--- config.mk ---
export PLATFORM = sky130hd
export DESIGN_NAME = cdb_issue_scheduler
export DESIGN_NICKNAME = d
export VERILOG_FILES = /design/src/rtl/cdb_issue_scheduler.sv
export SDC_FILE = /design/constraint.sdc
export NUM_CORES = 1
export LEC_CHECK = 0
export ABC_CLOCK_PERIOD_IN_PS = 5600
export CAP_MARGIN = 15
export CORE_ASPECT_RATIO = 1.2
export CORE_MARGIN = 1
export CORE_UTILIZATION = 30
export DETAILED_ROUTE_END_ITERATION = 12
export GPL_TIMING_DRIVEN = 1
export PLACE_DENSITY_LB_ADDON = 0.12
export SYNTH_ARGS = -nofsm -noshare
export SYNTH_HDL_FRONTEND = slang
export SYNTH_SLANG_ARGS = --single-unit
--- constraint.sdc ---
create_clock -name clk -period 5.6 [get_ports clk]
set_input_delay 1.12 -clock clk [delete_from_list [all_inputs] [get_ports clk]]
set_output_delay 1.12 -clock clk [all_outputs]
set_load 0.03 [all_outputs]
--- src/rtl/cdb_issue_scheduler.sv ---
// cdb_issue_scheduler: picks at most one ready instruction per cycle from the
// int/mult/div/mem issue queues. A reservation shift register books the CDB
// slot each grant will use, so two units never write the CDB in one cycle.
// Also tracks the non-pipelined divider and reports the current CDB owner.
// Optional feature macro: ISSUE_RR_EN (round-robin arbitration). When it is
// undefined, fixed priority div > mult > mem > int is used.
module cdb_issue_scheduler #(
  parameter int INT_LAT  = 1,
  parameter int MEM_LAT  = 1,
  parameter int MULT_LAT = 4,
  parameter int DIV_LAT  = 7,
  parameter int DEPTH    = DIV_LAT + 1
) (
  input  logic       clk,
  input  logic       rst,
  input  logic       ready_int,
  input  logic       ready_mult,
  input  logic       ready_div,
  input  logic       ready_mem,
  input  logic       div_exec_ready,
  output logic       issue_int,
  output logic       issue_mult,
  output logic       issue_div,
  output logic       issue_mem,
  output logic [1:0] cdb_owner,
  output logic       cdb_owner_valid,
  output logic       div_busy
);

  // Requester indices
  localparam logic [1:0] IDX_INT  = 2'd0;
  localparam logic [1:0] IDX_MULT = 2'd1;
  localparam logic [1:0] IDX_DIV  = 2'd2;
  localparam logic [1:0] IDX_MEM  = 2'd3;

  // Counter only needs to hold DIV_LAT-1
  localparam int CW = (DIV_LAT > 1) ? $clog2(DIV_LAT) : 1;

  // Entry k describes the CDB owner k cycles from now
  logic [DEPTH-1:0] res_valid_q, res_valid_d;
  logic [1:0]       res_owner_q [DEPTH];
  logic [1:0]       res_owner_d [DEPTH];
  logic [CW-1:0]    div_cnt_q, div_cnt_d;

  logic [3:0] elig;
  logic [3:0] grant;
  logic [1:0] grant_idx;
  logic       grant_any;

  // A unit may issue only if the CDB slot its result will need is still free;
  // slot L is read before this edge's shift, so a slot vacated now is reusable.
  always_comb begin
    elig[IDX_INT]  = ready_int  & ~res_valid_q[INT_LAT];
    elig[IDX_MULT] = ready_mult & ~res_valid_q[MULT_LAT];
    elig[IDX_DIV]  = ready_div  & ~res_valid_q[DIV_LAT] & div_exec_ready & (div_cnt_q == '0);
    elig[IDX_MEM]  = ready_mem  & ~res_valid_q[MEM_LAT];
  end

`ifdef ISSUE_RR_EN
  logic [1:0] rr_ptr_q, rr_ptr_d;
  logic [1:0] cand;

  // Round-robin: first eligible requester scanning upward from rr_ptr
  always_comb begin
    grant_any = 1'b0;
    grant_idx = 2'd0;
    cand      = 2'd0;
    for (int k = 0; k < 4; k++) begin
      cand = rr_ptr_q + k[1:0];
      if (!grant_any && elig[cand]) begin
        grant_any = 1'b1;
        grant_idx = cand;
      end
    end
    rr_ptr_d = grant_any ? (grant_idx + 2'd1) : rr_ptr_q;
  end

  // Round-robin pointer register
  always_ff @(posedge clk or negedge rst) begin
    if (!rst) rr_ptr_q <= 2'd0;
    else      rr_ptr_q <= rr_ptr_d;
  end
`else
  // Fixed priority, longest latency first: div > mult > mem > int
  always_comb begin
    grant_any = 1'b1;
    grant_idx = 2'd0;
    if      (elig[IDX_DIV])  grant_idx = IDX_DIV;
    else if (elig[IDX_MULT]) grant_idx = IDX_MULT;
    else if (elig[IDX_MEM])  grant_idx = IDX_MEM;
    else if (elig[IDX_INT])  grant_idx = IDX_INT;
    else                     grant_any = 1'b0;
  end
`endif

  // One-hot grant pulses, suppressed while reset is held low
  generate
    for (genvar gi = 0; gi < 4; gi++) begin : g_grant
      assign grant[gi] = rst & grant_any & (grant_idx == 2'(gi));
    end
  endgenerate

  assign issue_int  = grant[IDX_INT];
  assign issue_mult = grant[IDX_MULT];
  assign issue_div  = grant[IDX_DIV];
  assign issue_mem  = grant[IDX_MEM];

  // Advance the reservation register by one cycle, then book the granted slot
  always_comb begin
    for (int k = 0; k < DEPTH - 1; k++) begin
      res_valid_d[k] = res_valid_q[k+1];
      res_owner_d[k] = res_owner_q[k+1];
    end
    res_valid_d[DEPTH-1] = 1'b0;
    res_owner_d[DEPTH-1] = 2'd0;
    if (grant_any) begin
      case (grant_idx)
        IDX_INT: begin
          res_valid_d[INT_LAT-1] = 1'b1;
          res_owner_d[INT_LAT-1] = IDX_INT;
        end
        IDX_MULT: begin
          res_valid_d[MULT_LAT-1] = 1'b1;
          res_owner_d[MULT_LAT-1] = IDX_MULT;
        end
        IDX_DIV: begin
          res_valid_d[DIV_LAT-1] = 1'b1;
          res_owner_d[DIV_LAT-1] = IDX_DIV;
        end
        default: begin
          res_valid_d[MEM_LAT-1] = 1'b1;
          res_owner_d[MEM_LAT-1] = IDX_MEM;
        end
      endcase
    end
  end

  // Divider occupancy: load on a div grant, count down to idle otherwise
  always_comb begin
    div_cnt_d = div_cnt_q;
    if (grant_any && (grant_idx == IDX_DIV)) div_cnt_d = CW'(DIV_LAT - 1);
    else if (div_cnt_q != '0)                div_cnt_d = div_cnt_q - CW'(1);
  end

  // State registers; reset discards every in-flight reservation
  always_ff @(posedge clk or negedge rst) begin
    if (!rst) begin
      res_valid_q <= '0;
      for (int k = 0; k < DEPTH; k++) res_owner_q[k] <= 2'd0;
      div_cnt_q <= '0;
    end else begin
      res_valid_q <= res_valid_d;
      for (int k = 0; k < DEPTH; k++) res_owner_q[k] <= res_owner_d[k];
      div_cnt_q <= div_cnt_d;
    end
  end

  assign cdb_owner       = res_owner_q[0];
  assign cdb_owner_valid = res_valid_q[0];
  assign div_busy        = (div_cnt_q != '0);

endmodule

# Word level (Yosys, flattened, before mapping)
# Index checks and enable logic that the tools add are counted.
# classes
n_addsub,1
n_eq_ne,3
mux,21
n_bitwise,12
n_reduce_logical,6
# ops
operator,n
2-bit two-way mux,8
1-bit AND,10
1-bit two-way mux,10
3-bit two-way mux,2
2-bit == test (second input constant),2
2-bit one-hot mux with 2 select lines,1
3-bit logical NOT,1
3-bit nonzero test,1
3-bit by 1-bit subtractor with 3-bit output (second input constant),1
2-bit by 1-bit == test with 1-bit output (second input constant),1
2-bit logical NOT,1
1-bit inverter,2
2-bit nonzero test,1
2-bit OR reduction,1
1-bit logical AND,1
# word_totals
regBits,24
in_bits,7
output_inout_bits,8
elab_cells,52

# Longest topological paths before layout
# depth
depth_word,9
ltp_mapped,8
depth_no_buf,8

# Worst setup path before layout
# Ideal clock, no wire load.
# synth_timing
path_kind,input-to-output
start,in ready_mult
end,out issue_div
arrival_time_ps,2123
required_time_ps,4480
setup_slack_ps,2357
stages,4
path_buffers,0
path_cell_list,and2b_1 -> o21ai_0 -> ha_1 -> and3_1
# synth_between
elab_chain_cells,5
elab_cells_between_ends,8
classes_between,eq/ne: 1; mux: 4; bitwise: 3
# synth_rtl
element,line,rtl
from (decl),17,"input logic ready_mult,"
1-bit AND *,54,elig[IDX_MULT] = ready_mult & ~res_valid_q[MULT_LAT];
2-bit two-way mux / 1-bit two-way mux (equally long branches),89,else if (elig[IDX_MULT]) grant_idx = IDX_MULT;
2-bit two-way mux / 1-bit two-way mux (equally long branches),88,if (elig[IDX_DIV]) grant_idx = IDX_DIV;
2-bit == test / 1-bit AND (equally long branches),99,assign grant[gi] = rst & grant_any & (grant_idx == 2'(gi));
1-bit AND *,99,
to (decl),23,"output logic issue_div,"
# Mark *: on every way between the ends. The rest lies on a longest branch, timed or not.

# Final worst setup path
# Ends and elaborated chain as after synthesis.

==> metrics.cfg <==
[sta]
final.setup.tns_ns = 0
worst_pin_slew_ns = 0.5754
min_period_ns = 4.325
drv_slew = 0
setup_viol = 0
rsz0062_at_grt = false
fin_ws_ns = 1.275
fin_skew_ns = 0.005092
hold_viol_final = 0
clock.fmax_ghz = 0.2312
max_slew_margin = 0.6152
min_period_over_period = 0.7722

[worst_setup_path]
crit_top_cell = clkdlybuf4s50_1
cp_top_family = buffers and inverters
crit_path_end_kind = output pin
critPathSlowestCell = clkdlybuf4s50_1
worstPathCellList = clkdlybuf4s50_1 -> and2b_1 -> o21ai_0 -> ha_1 -> and3_1 -> clkdlybuf4s50_1
arrival_ns = 3.20
crit_path_start_kind = primary input
crit_type = in -> out
cpPeakStageDelay_ns = 0.67
path_max_fanout = 5
critPathRequiredTime_ns = 4.48
crit_buf_inv = 2

[floorplan]
num_io_pins = 15
start_util = 0.3206
die_y_um = 59.21
dieArea_sq_um = 2941
die_width_um = 49.68
core_sq_um = 2552
rows = 20

[route]
avgRoutedWirePerCell_um = 10.74
drc = 0
routed_via_density = 4.407
wl_mm = 1.214
ant_nets = 0
dr.first_iter.drc_count = 4
first_pass_iters = 4
dr_total_vias = 498

[pwr]
combPwrFrac = 0.441
p_seq_frac = 0.399
p_int_uw = 318.8
clockPowerShare = 0.160
power_density_nw_per_um2 = 479.1
p_sw_uw = 168.5
p_leak_nw = 0.5021
vdd_drop_max_mv = 0.1812
swShare = 0.3458
power_uw = 487.3

[logic_synthesis]
synth_edf_count = 0
ys_warn_count = 0
yosysTopAreaCell = dfrtp_1
syn_nets = 78
ys_seq_area_frac = 0.5505
ys_ff_latch = 18
synth_top_area_share = 0.5505
netlist_top_cells_area = dfrtp_1, ha_1, inv_1, and3_1, nand4b_4
async_flop_share = 1.000
avgSynthCellArea_sq_um = 12.79
syn_area_sq_um = 818.3
ys_types = 23
syn-instance-count = 64
ys.flop_type = dfrtp_1

[finish]
areaGrowthSynthToFinish_pct = 24.31
layout-drive-gt1-share = 0.1250
antenna_cells = 0
fin_cells = 113
nets = 95
fin_util = 0.3985

[min_path]
hold_class = reg -> reg

[global_routing]
grt_pass1_vias = 501
overflow = 0
antenna_found_initial = 0
grt_max_degree = 16
grt_use_total = 0.1001
grt_pass1_wl_mm = 2.145

[place]
io_buffers = 14
dpl.hpwl_um = 895.4
place_congestion = 0.6552
pre_cts_slack_ns = 1.281
placed_cells = 109

[clock_network]
root_buffer = clkbuf_4
cts-buffers-inserted = 3
clk_latency_ns = 0.29
clock-sinks = 18
cts_setup_buffers = 0
cts_buffer_depth = 2
hold_buffers = 0
h-tree-depth = 1
post_cts_resized = 0
path_clk_slew_ns = 0.10
cts_tree = built

[flow_run]
cap_violations = 0

[status]
outcome = completed

## power by group through the flow
stage,clock (mW),combinational (mW),sequential [mW]
2_1_floorplan,0,0.161,0.201
3_3_place_gp,0,0.218,0.196
3_5_place_dp,0,0.218,0.198
4_1_cts,0.0814,0.219,0.195
5_1_grt,0.0869,0.238,0.202
6_report,0.0779,0.215,0.194
## stage by stage
step	hold WS, ns	area [sq um]
detailed placement	0.3347	980.9
global route	0.3704	1017
global placement	0.3323	980.9
floorplan	0.3312	818.3
CTS	0.3580	1017
finish	0.3561	1017
## cell usage after synthesis, types with 2 or more instances
cell type and count:
a221o_1 2, and2_1 2, and2b_1 2, and3_1 4, buf_4 2, dfrtp_1 18, ha_1 7, inv_1 7
mux2i_1 2, nand2b_1 2, nor2_1 2, nor2b_1 2, o21ai_0 2
## cell usage in the layout (no fill, tap or decap)
master           netlist  final
mux2i_1                2      2
nor2_1                 2      2
ha_1                   7      7
nand4b_4               1      1
nand3_2                1      1
a31oi_2                1      1
xnor2_1                1      1
or2_2                  1      1
a21boi_0               1      1
a21oi_1                1      1
inv_1                  7      7
clkbuf_4               0      3
a21o_1                 1      1
and3_1                 4      4
clkbuf_8               0      1
o21bai_2               1      1
buf_4                  2      1
dfrtp_1               18     18
and2_1                 2      2
clkdlybuf4s50_1        0     14
nand2b_1               2      2
and2b_1                2      2
o21ai_0                2      2
nor2b_1                2      2
a221o_1                2      2
## cells by family (layout without fill, tap and decap cells)
group,after synthesis,after routing,synth area share
buffers and inverters,10,26,0.06422
XOR/XNOR,1,1,0.01071
adder cells (fa/ha/maj),7,7,0.1070
AND/OR/NAND/NOR,17,17,0.1529
flip-flops,18,18,0.5505
multiplexers,2,2,0.02447
AO/OA/AOI/OAI,9,9,0.09021
## flip-flops by register name (all words and copies together), names as in the netlist
name         cells
res_valid_q      7
res_owner_q      2
div_cnt_q        3
cdb_owner        2
res_owner_d      4
## cell type report
| cell class | count | area, sq um |
|---|---|---|
| Tap cell | 33 | 41.29 |
| Fill cell | 270 | 1535 |
| Clock buffer | 4 | 36.28 |
| Timing Repair Buffer | 15 | 147.6 |
| Multi-Input combinational cell | 36 | 315.3 |
| Inverter | 7 | 26.28 |
| Sequential cell | 18 | 450.4 |
## metal layers
metal  wire length, um  part of all wire  up-vias  GRT usage
met4                27             0.022        0    0.06122
met5                 0                 0        -          0
met3                63             0.052        4    0.02821
met2               541              0.45       15     0.1641
met1               580              0.48      238     0.1162
li1                  -                 -      241          -
## final timing paths
kind	slack, ns	cells after the start	end	startpoint
worst max-delay path	1.28	6	issue_div	ready_mult
worst min-delay path	0.36	0	res_owner_d[13]$_DFF_PN0_	res_owner_d[11]$_DFF_PN0_
worst max register to register	3.54	8	cdb_owner[0]$_DFF_PN0_	div_cnt_q[0]$_DFFE_PN0P_
worst min register to register	0.36	0	res_owner_d[13]$_DFF_PN0_	res_owner_d[11]$_DFF_PN0_
max in group asynchronous	3.88	2	res_owner_d[13]$_DFF_PN0_	rst
min in group asynchronous	1.19	1	res_valid_q[0]$_DFF_PN0_	rst
(Power assumes the default switching activity.)
